[config.mk]
export PLATFORM = sky130hd
export DESIGN_NAME = uart_tx_sched
export DESIGN_NICKNAME = d
export VERILOG_FILES = /design/src/rtl/uart_tx_sched.sv
export SDC_FILE = /design/constraint.sdc
export NUM_CORES = 1
export LEC_CHECK = 0
export BUFFER_PORTS_ARGS = -buffer_cell sky130_fd_sc_hd__buf_2
export CORE_MARGIN = 2
export CORE_UTILIZATION = 45
export CTS_CLUSTER_SIZE = 10
export DETAILED_ROUTE_END_ITERATION = 10
export PLACE_DENSITY = 0.82
export REMOVE_ABC_BUFFERS = 1
export SLEW_MARGIN = 20
export SYNTH_ARGS = -nofsm -noshare
export SYNTH_HDL_FRONTEND = slang
export SYNTH_SLANG_ARGS = --single-unit
[constraint.sdc]
create_clock -name clk -period 2.3 [get_ports clk]
set_clock_uncertainty 0.15 [all_clocks]
set_input_delay 0.115 -clock clk [delete_from_list [all_inputs] [get_ports clk]]
set_output_delay 0.115 -clock clk [all_outputs]
set_load 0.02 [all_outputs]
[src/rtl/uart_tx_sched.sv]
// uart_tx_sched - UART transmit-path controller.
//
// Two cooperating blocks:
//   * Round-robin arbiter: picks one of NUM_REQ byte producers per cycle and
//     drives the single TX FIFO write port (combinational grant, registered
//     round-robin pointer and grant index).
//   * Sequencer FSM (IDLE -> POP -> LOAD -> SEND -> WAIT): pops one byte from
//     the FIFO, latches it for the transmitter, fires a one-cycle start pulse
//     and waits for the frame-complete pulse.
//
// Optional feature (macro UART_TX_SCHED_LOCK_EN): adds req_last so a producer
// can hold the grant across a multi-byte message. Undefined by default.
//
// Ports:
//   clk, rst      clock; synchronous active-high reset
//   req_valid     per-requester byte valid
//   req_data      requester i byte on [i*DATA_WIDTH +: DATA_WIDTH]
//   req_last      (lock build only) last byte of a locked message
//   req_ready     per-requester accept (combinational)
//   fifo_wr_en    FIFO write strobe (combinational)
//   fifo_wr_data  FIFO write byte (combinational)
//   fifo_full     FIFO full
//   fifo_rd_en    FIFO read strobe (registered)
//   fifo_rd_data  FIFO read byte, valid the cycle after fifo_rd_en
//   fifo_empty    FIFO empty
//   uart_start    one-cycle transmitter start pulse (registered)
//   uart_data     byte to transmit, held from SEND until done (registered)
//   uart_busy     transmitter busy
//   uart_done     one-cycle frame-complete pulse
//   grant_id      index of the last accepted requester (registered)
//   tx_count      bytes handed to the transmitter, wrapping (registered)
//   idle          sequencer in IDLE and FIFO empty
module uart_tx_sched #(
    parameter int NUM_REQ    = 4,
    parameter int DATA_WIDTH = 8,
    parameter int CNT_WIDTH  = 16
) (
    input  logic                          clk,
    input  logic                          rst,
    input  logic [NUM_REQ-1:0]            req_valid,
    input  logic [NUM_REQ*DATA_WIDTH-1:0] req_data,
`ifdef UART_TX_SCHED_LOCK_EN
    input  logic [NUM_REQ-1:0]            req_last,
`endif
    output logic [NUM_REQ-1:0]            req_ready,
    output logic                          fifo_wr_en,
    output logic [DATA_WIDTH-1:0]         fifo_wr_data,
    input  logic                          fifo_full,
    output logic                          fifo_rd_en,
    input  logic [DATA_WIDTH-1:0]         fifo_rd_data,
    input  logic                          fifo_empty,
    output logic                          uart_start,
    output logic [DATA_WIDTH-1:0]         uart_data,
    input  logic                          uart_busy,
    input  logic                          uart_done,
    output logic [$clog2(NUM_REQ)-1:0]    grant_id,
    output logic [CNT_WIDTH-1:0]          tx_count,
    output logic                          idle
);

    localparam int PTR_W = $clog2(NUM_REQ);

    typedef enum logic [2:0] {
        ST_IDLE = 3'd0,
        ST_POP  = 3'd1,
        ST_LOAD = 3'd2,
        ST_SEND = 3'd3,
        ST_WAIT = 3'd4
    } state_t;

    // ------------------------------------------------------------------
    // Arbiter
    // ------------------------------------------------------------------
    logic [PTR_W-1:0]      rr_ptr_r;
    logic [PTR_W-1:0]      grant_id_r;
    logic [PTR_W-1:0]      rr_grant_s;
    logic                  rr_found_s;
    logic [PTR_W-1:0]      grant_s;
    logic                  found_s;
    logic [PTR_W-1:0]      next_ptr_s;
    logic [NUM_REQ-1:0]    req_ready_s;
    logic                  fifo_wr_en_s;
    logic [DATA_WIDTH-1:0] req_bytes_s [NUM_REQ];
`ifdef UART_TX_SCHED_LOCK_EN
    logic                  lock_r;
`endif

    for (genvar gi = 0; gi < NUM_REQ; gi++) begin : g_bytes
        assign req_bytes_s[gi] = req_data[gi*DATA_WIDTH +: DATA_WIDTH];
    end

    // Round-robin search: first valid requester starting at rr_ptr, wrapping.
    always_comb begin : rr_search
        int idx_v;
        idx_v      = 0;
        rr_grant_s = rr_ptr_r;
        rr_found_s = 1'b0;
        for (int i = 0; i < NUM_REQ; i++) begin
            idx_v = ((int'(rr_ptr_r) + i) >= NUM_REQ) ? (int'(rr_ptr_r) + i - NUM_REQ)
                                                      : (int'(rr_ptr_r) + i);
            if (!rr_found_s && req_valid[PTR_W'(idx_v)]) begin
                rr_found_s = 1'b1;
                rr_grant_s = PTR_W'(idx_v);
            end else begin
                rr_found_s = rr_found_s;
            end
        end
    end

    // Final grant: a held lock overrides the round-robin choice.
    always_comb begin
        grant_s = rr_grant_s;
        found_s = rr_found_s;
`ifdef UART_TX_SCHED_LOCK_EN
        if (lock_r) begin
            grant_s = grant_id_r;
            found_s = req_valid[grant_id_r];
        end else begin
            grant_s = rr_grant_s;
            found_s = rr_found_s;
        end
`endif
    end

    assign next_ptr_s   = (grant_s == PTR_W'(NUM_REQ - 1)) ? {PTR_W{1'b0}} : (grant_s + PTR_W'(1));
    assign fifo_wr_en_s = found_s & ~fifo_full;

    // Only the granted requester sees ready, and only when the FIFO has room.
    always_comb begin
        req_ready_s = {NUM_REQ{1'b0}};
        if (found_s) begin
            req_ready_s[grant_s] = ~fifo_full;
        end else begin
            req_ready_s = {NUM_REQ{1'b0}};
        end
    end

    // Pointer, grant index and lock update on every accepted write.
    always_ff @(posedge clk) begin
        if (rst) begin
            rr_ptr_r   <= {PTR_W{1'b0}};
            grant_id_r <= {PTR_W{1'b0}};
`ifdef UART_TX_SCHED_LOCK_EN
            lock_r     <= 1'b0;
`endif
        end else if (fifo_wr_en_s) begin
            grant_id_r <= grant_s;
`ifdef UART_TX_SCHED_LOCK_EN
            // A non-last byte pins the grant; the pointer only moves on release.
            if (req_last[grant_s]) begin
                lock_r   <= 1'b0;
                rr_ptr_r <= next_ptr_s;
            end else begin
                lock_r   <= 1'b1;
            end
`else
            rr_ptr_r   <= next_ptr_s;
`endif
        end
    end

    assign req_ready    = req_ready_s;
    assign fifo_wr_en   = fifo_wr_en_s;
    assign fifo_wr_data = req_bytes_s[grant_s];
    assign grant_id     = grant_id_r;

    // ------------------------------------------------------------------
    // Sequencer
    // ------------------------------------------------------------------
    state_t                state_r;
    state_t                state_next_s;
    logic                  fifo_rd_en_r;
    logic                  uart_start_r;
    logic [DATA_WIDTH-1:0] uart_data_r;
    logic [CNT_WIDTH-1:0]  tx_count_r;

    // Next-state logic; uart_done is only looked at in WAIT.
    always_comb begin
        state_next_s = state_r;
        case (state_r)
            ST_IDLE: begin
                if (!fifo_empty && !uart_busy) begin
                    state_next_s = ST_POP;
                end else begin
                    state_next_s = ST_IDLE;
                end
            end
            ST_POP:  state_next_s = ST_LOAD;
            ST_LOAD: state_next_s = ST_SEND;
            ST_SEND: state_next_s = ST_WAIT;
            ST_WAIT: begin
                if (uart_done) begin
                    state_next_s = ST_IDLE;
                end else begin
                    state_next_s = ST_WAIT;
                end
            end
            default: state_next_s = ST_IDLE;
        endcase
    end

    // State register; strobes are decoded from the next state so they are
    // flop outputs yet still line up with the POP and SEND cycles.
    always_ff @(posedge clk) begin
        if (rst) begin
            state_r      <= ST_IDLE;
            fifo_rd_en_r <= 1'b0;
            uart_start_r <= 1'b0;
            uart_data_r  <= {DATA_WIDTH{1'b0}};
            tx_count_r   <= {CNT_WIDTH{1'b0}};
        end else begin
            state_r      <= state_next_s;
            fifo_rd_en_r <= (state_next_s == ST_POP);
            uart_start_r <= (state_next_s == ST_SEND);
            if (state_r == ST_LOAD) begin
                uart_data_r <= fifo_rd_data;
            end
            if (state_r == ST_SEND) begin
                tx_count_r <= tx_count_r + CNT_WIDTH'(1);
            end
        end
    end

    assign fifo_rd_en = fifo_rd_en_r;
    assign uart_start = uart_start_r;
    assign uart_data  = uart_data_r;
    assign tx_count   = tx_count_r;
    assign idle       = (state_r == ST_IDLE) & fifo_empty;

endmodule

==> out/metrics.yaml, run 1 <==
final_design_area_no_fill_sq_mm: 0.002511
first_pass_iters: 6
synth_seq_cells: 33
final_max_slew_viol_count: 0
peakVddDrop_uv: 549.4
cell_types_with_the_largest_area_share_after_synthesis: "sky130_fd_sc_hd__dfxtp_1 (38%), sky130_fd_sc_hd__mux4_2 (9.1%), sky130_fd_sc_hd__mux2i_1 (5.2%)"
dpl-instance-area_sq_mm: 0.002210
wirelength_um: 4580
via_count: 1769
area.growth.synth_to_final_pct: 45.33
final_min_period_over_clock_period: 1.002
result_of_the_run: "finished with violations"
place_congestion: 0.8985
instances_no_fill: 334
hold_viol_final: 0
die-width_um: 65.97
diodes: 0
setup_slack_ns: -0.004179
final_cell_mix: "sky130_fd_sc_hd__buf_2 (86), sky130_fd_sc_hd__dfxtp_1 (31), sky130_fd_sc_hd__nor2_1 (20)"
relSlewSlack: 0.6181
numCtsBuffers: 5
overflow: 0
total_switching_power_uw: 446.0
rsz0062_at_grt: "true"
clock_latency_ns: 0.29
post_synth_num_cell_types: 41
port_buffers: 91
cts_root_buf: "sky130_fd_sc_hd__clkbuf_8"
final_nets: 338
track_usage: 0.2132
number_of_global_route_vias_before_repair: 1633
grt_start_max_net_pins: 34
finalSetupTns_ns: -0.006758
initial_core_util: 0.4685
required_ns: 2.04
grt_antenna_before_repair: 0
syn_inst: 181
violations_in_the_final_reports: "setup timing"
clockBufferDepth: 2
min_period_ns: 2.304
dpl.hpwl_um: 3159
power.share.clock: 0.349
via_per_inst: 5.296
max_slew.worst_pin.slew_ns: 0.5729
detailedRoute.firstIterationViolations: 51
place.detailed.instances: 311
netSwitchingFraction: 0.2831
routed_wire_length_per_instance_um: 13.71
setup.worst_path.start_class: "register"
yosys.area.top_type_share: 0.3823
cts_tree: "built"
htree_levels: 2
floorplan.rows: 22
data_arrival_time_of_the_critical_path_ns: 2.04
design_power_total_mw: 1.576
power.share.combinational: 0.262
total_leakage_power_nw: 1.123
intPower_mw: 1.130
worstHoldPathType: "in2reg"
layout_commonest_cell: "sky130_fd_sc_hd__buf_2"
cts_num_sinks: 33
seq_area_frac_synth: 0.3823
io_pins: 92
yosysWarnings: 0
core_area_sq_mm: 0.003689
synth_largest_area_cell: "sky130_fd_sc_hd__dfxtp_1"
grt_first_pass_wirelength_um: 7120
setup_viol: 3
drtAntennaViolNets: 0
syn_area_sq_mm: 0.001728
finalCoreUtilization: 0.6808
clkTransAtPathRegs_ns: 0.07
layout-drive-gt1-share: 0.4301
powerDensity_mw_per_mm2: 627.5
timing.critical_path.fanout_max: 7
die_h_um: 65.97
drc: 0
avg_cell_area_syn_sq_um: 9.546
seq_power_share: 0.389
endpoint_kind: "primary output"
maxCapViolCount: 0
die-area_sq_mm: 0.004351
timing.fmax_mhz: 434.0
fillerInstances: 303
worst-setup-path-type: "reg2out"
[power by group through the flow]
stage	clock (mW)	sequential, mW	combinational [mW]
after global placement	0	0.624	0.351
final	0.550	0.613	0.413
after floorplan	0	0.638	0.207
after detailed placement	0	0.625	0.358
after global routing	0.581	0.617	0.444
after CTS	0.556	0.612	0.382
[cells by family (layout without fill, tap and decap cells)]
kind of cell	count (synthesis)	after routing	synth area share
simple gates	77	78	0.2513
flops	33	33	0.3823
compound gates	28	28	0.1014
mux	17	17	0.1586
buf+inv	15	119	0.04417
xor+xnor	8	8	0.04055
fa+ha+maj	3	3	0.02173
[synthesized netlist by cell type]
cell type,n
sky130_fd_sc_hd__or2_2,2
sky130_fd_sc_hd__mux4_1,1
sky130_fd_sc_hd__mux2i_1,9
sky130_fd_sc_hd__nor3_2,1
sky130_fd_sc_hd__a21oi_1,13
sky130_fd_sc_hd__and3b_1,2
sky130_fd_sc_hd__and2_1,2
sky130_fd_sc_hd__a21boi_1,2
sky130_fd_sc_hd__mux4_2,7
sky130_fd_sc_hd__nor2_1,20
sky130_fd_sc_hd__buf_4,1
sky130_fd_sc_hd__a2111oi_2,1
sky130_fd_sc_hd__o21ai_0,6
sky130_fd_sc_hd__nand4_1,4
sky130_fd_sc_hd__and4_1,1
sky130_fd_sc_hd__dfxtp_1,33
sky130_fd_sc_hd__and2_0,1
sky130_fd_sc_hd__xnor2_1,2
sky130_fd_sc_hd__nor4_1,3
sky130_fd_sc_hd__nand3_2,2
sky130_fd_sc_hd__nand2_1,8
sky130_fd_sc_hd__clkbuf_1,5
sky130_fd_sc_hd__buf_2,4
sky130_fd_sc_hd__o31ai_1,4
sky130_fd_sc_hd__xor2_1,6
sky130_fd_sc_hd__nand3_1,5
sky130_fd_sc_hd__and3_1,2
sky130_fd_sc_hd__nor3b_1,1
sky130_fd_sc_hd__or3_1,5
sky130_fd_sc_hd__nor4b_1,2
sky130_fd_sc_hd__inv_1,4
sky130_fd_sc_hd__and4b_1,1
sky130_fd_sc_hd__o21ba_2,1
sky130_fd_sc_hd__nor2b_1,1
sky130_fd_sc_hd__nand2b_1,3
sky130_fd_sc_hd__ha_1,3
sky130_fd_sc_hd__buf_8,1
sky130_fd_sc_hd__a21bo_2,1
sky130_fd_sc_hd__nor3_1,6
sky130_fd_sc_hd__or4_1,4
sky130_fd_sc_hd__or2_4,1
[flip-flops by register name, summed over array words and instances, names as in the netlist]
signal      count
fifo_rd_en      1
uart_start      1
rr_ptr_r        2
state_r         3
grant_id        2
tx_count       16
uart_data       8
[path summary, 6_finish.rpt]
check	start	end	slack [ns]	depth (start not counted)
min	rst	tx_count[7]	0.16	2
max	rr_ptr_r[1]	fifo_wr_data[3]	-0.004	5
min reg2reg	grant_id[1]	grant_id[1]	0.31	2
max reg2reg	state_r[1]	tx_count[13]	0.34	4
[what timing repair did]
item                                   4_1_cts  5_1_grt
buffers inserted                             0        1
setup endpoints to repair                    8        8
endpoints found under the hold margin       12        0
cloned                                       1        0
hold buffers                                13        0
pin swaps                                    1        2
gates resized for setup                      2       13
[metrics by stage]
stage                     setup WS [ns]  hold WS [ns]
after floorplan                 0.06134       0.03407
after global placement           0.2404        0.1449
after detailed placement         0.1352        0.1551
after CTS                      -0.07422        0.1542
after global routing           -0.08583        0.1731
final                         -0.004179        0.1569
[per-layer routing]
layer  global-route usage  part of all wire
met5                    0                 0
met1               0.2164              0.38
met2               0.4129              0.52
met4              0.06122            0.0061
met3              0.06644             0.092
[final cells by class]
| type | count | area, sq um | share of cell area |
|---|---|---|---|
| multi-input cells | 134 | 1006 | 0.4006 |
| clock inverters | 3 | 46.29 | 0.01844 |
| repair buffers | 107 | 651.9 | 0.2596 |
| clock buffers | 5 | 68.82 | 0.02740 |
| well taps | 48 | 60.06 | 0.02392 |
| flip-flops and latches | 33 | 663.1 | 0.2641 |
| inverters | 4 | 15.01 | 0.005979 |
[worst max-delay path, cell delays in order (launching register included)]
cell                        delay [ns]
sky130_fd_sc_hd__dfxtp_2          0.35
sky130_fd_sc_hd__and3b_1          0.22
sky130_fd_sc_hd__a2111oi_4        0.25
sky130_fd_sc_hd__or2_4            0.26
sky130_fd_sc_hd__mux4_2           0.51
sky130_fd_sc_hd__buf_2            0.17
No activity file was read; power rests on OpenSTA's default activity.
==> run 2, diff against run 1 <==
--- a/config.mk
+++ b/config.mk
@@ -11,7 +11,6 @@
 export CTS_CLUSTER_SIZE = 10
 export DETAILED_ROUTE_END_ITERATION = 10
 export PLACE_DENSITY = 0.82
-export REMOVE_ABC_BUFFERS = 1
 export SLEW_MARGIN = 20
 export SYNTH_ARGS = -nofsm -noshare
 export SYNTH_HDL_FRONTEND = slang
==> out/metrics.yaml, run 2 (synthesis results as in run 1) <==
result_of_the_run: "complete, no violations"  # was finished with violations
timing.critical_path.fanout_max: 4  # was 7
crit_buf_inv: 3  # was 1
hold_viol_final: 0  # unchanged
final_cell_mix: "sky130_fd_sc_hd__buf_2 (91), sky130_fd_sc_hd__dfxtp_1 (32), sky130_fd_sc_hd__nor2_1 (20)"  # was sky130_fd_sc_hd__buf_2 (86), sky130_fd_sc_hd__dfxtp_1 (31), sky130_fd_sc_hd__nor2_1 (20)
numCtsBuffers: 5  # unchanged
cts_tree: "built"  # unchanged
data_arrival_time_of_the_critical_path_ns: 2.02  # was 2.04 ns
wirelength_um: 4237  # was 4580 um
layout_commonest_cell: "sky130_fd_sc_hd__buf_2"  # unchanged
relSlewSlack: 0.6261  # was 0.6181
required_ns: 2.04  # about the same
die-area_sq_mm: 0.004351  # unchanged
max_slew.worst_pin.slew_ns: 0.5608  # was 0.5729 ns
die-width_um: 65.97  # unchanged
grt_first_pass_wirelength_um: 6720  # was 7120 um
grt_start_max_net_pins: 34  # unchanged
critical-path-top-delay-family: "multiplexers"  # unchanged
die_h_um: 65.97  # unchanged
worstHoldPathType: "in2reg"  # unchanged
peakVddDrop_uv: 421.8  # was 549.4 uV
postSynthNetCount: 234
core_area_sq_mm: 0.003689  # unchanged
detailedRoute.firstIterationViolations: 44  # was 51
track_usage: 0.1977  # was 0.2132
drtAntennaViolNets: 0  # unchanged
endpoint_kind: "primary output"  # unchanged
dpl.hpwl_um: 3021  # was 3159 um
crit_slowest_cell: "sky130_fd_sc_hd__mux4_2"  # unchanged
worst-setup-path-type: "reg2out"  # unchanged
worst_path_cell_chain: "inv_1, a2111oi_4, buf_4, or2_4, mux4_2, buf_2"  # was and3b_1, a2111oi_4, or2_4, mux4_2, buf_2
total_leakage_power_nw: 1.104  # was 1.123 nW
maxCapViolCount: 0  # unchanged
grt_antenna_before_repair: 0  # unchanged
critical-path-max-stage-delay_ns: 0.48  # was 0.51 ns
first_pass_iters: 4  # was 6
timing.fmax_mhz: 437.5  # was 434.0 MHz
fin_hold_ws_ns: 0.1559  # was 0.1569 ns
final_min_period_over_clock_period: 0.9939  # was 1.002
via_count: 1727  # was 1769
layout-drive-gt1-share: 0.4216  # was 0.4301
min_period_ns: 2.286  # was 2.304 ns
rsz0062_at_grt: "true"  # unchanged
drc: 0  # unchanged
final_nets: 339  # was 338
port_buffers: 91  # unchanged
place_ws_ns: 0.1957  # was 0.1352 ns
clkTransAtPathRegs_ns: 0.07  # about the same
setup.worst_path.start_class: "register"  # unchanged
powerDensity_mw_per_mm2: 573.1  # was 627.5 mW/mm^2
setup_slack_ns: 0.01406  # was -0.004179 ns
clock_latency_ns: 0.28  # was 0.29 ns
cts_root_buf: "sky130_fd_sc_hd__clkbuf_8"  # unchanged
largest_reg_flops: 16  # unchanged
initial_core_util: 0.4685  # unchanged
setup_viol: 0  # was 3
via_per_inst: 5.155  # was 5.296
place_congestion: 0.9138  # was 0.8985
cts_num_sinks: 33  # unchanged
diodes: 0  # unchanged
routed_wire_length_per_instance_um: 12.65  # was 13.71 um
io_pins: 92  # unchanged
number_of_global_route_vias_before_repair: 1585  # was 1633
htree_levels: 2  # unchanged
overflow: 0  # unchanged
final_max_slew_viol_count: 0  # unchanged
area.growth.synth_to_final_pct: 41.42  # was 45.33%
clockBufferDepth: 2  # unchanged
floorplan.rows: 22  # unchanged
run 2: cell types whose count changed in the layout (fill, tap and decap cells not counted), moves of 2 or more:
| cell | previous run | this run |
|---|---|---|
| sky130_fd_sc_hd__buf_2 | 86 | 91 |
| sky130_fd_sc_hd__buf_4 | 2 | 4 |
| sky130_fd_sc_hd__buf_6 | 5 | 0 |
| sky130_fd_sc_hd__clkinv_2 | 0 | 2 |
run 2: layer usage:
layer  GRT usage  share of wire  up-vias  wire (um)
met5           0              0        -          0
met4     0.06378          0.010        0         44
met3     0.05792          0.091        6        384
met2      0.3687           0.50       81       2114
met1      0.2119           0.40      769       1693
li1            -              -      871          -
run 2: area by class of cell:
cell class,count,area (sq um)
multi-input cells,134,1008
repair buffers,108,615.6
fillers,306,1245
clock buffers,6,72.57
inverters,4,15.01
clock inverters,2,10.01
flip-flops and latches,33,661.9
well taps,48,60.06
run 2: metrics by stage:
step | util | instance area [sq um] | TNS (ns) | total power [mW] | cells
final | 0.6625 | 2444 | 0 | 1.400 | 335
after global routing | 0.6625 | 2444 | -0.4848 | 1.474 | 335
after CTS | 0.6588 | 2430 | -0.02709 | 1.409 | 333
after detailed placement | 0.5957 | 2197 | 0 | 0.9704 | 311
after global placement | 0.5957 | 2197 | 0 | 0.9649 | 311
after floorplan | - | 1728 | 0 | 0.8657 | 181
run 2: power breakdown:
group          switching [mW]  internal (mW)
Clock                   0.200          0.209
Sequential             0.0194          0.594
Combinational           0.190          0.188
run 2: path summary, 6_finish.rpt:
path | from | to | slack, ns | cells past startpoint
max | rr_ptr_r[0] | fifo_wr_data[0] | 0.01 | 6
min | rst | state_r[2] | 0.16 | 2
max reg2reg | rr_ptr_r[1] | rr_ptr_r[0] | 0.18 | 9
min reg2reg | grant_id[1] | grant_id[1] | 0.31 | 2
run 2: timing repair:
item | in CTS | in global routing
hold buffers | 13 | 0
pin swaps | 1 | 1
cloned | 1 | 0
endpoints found under the setup margin | 8 | 8
buffers inserted | 0 | 2
resized for setup | 2 | 2
endpoints found under the hold margin | 12 | 0
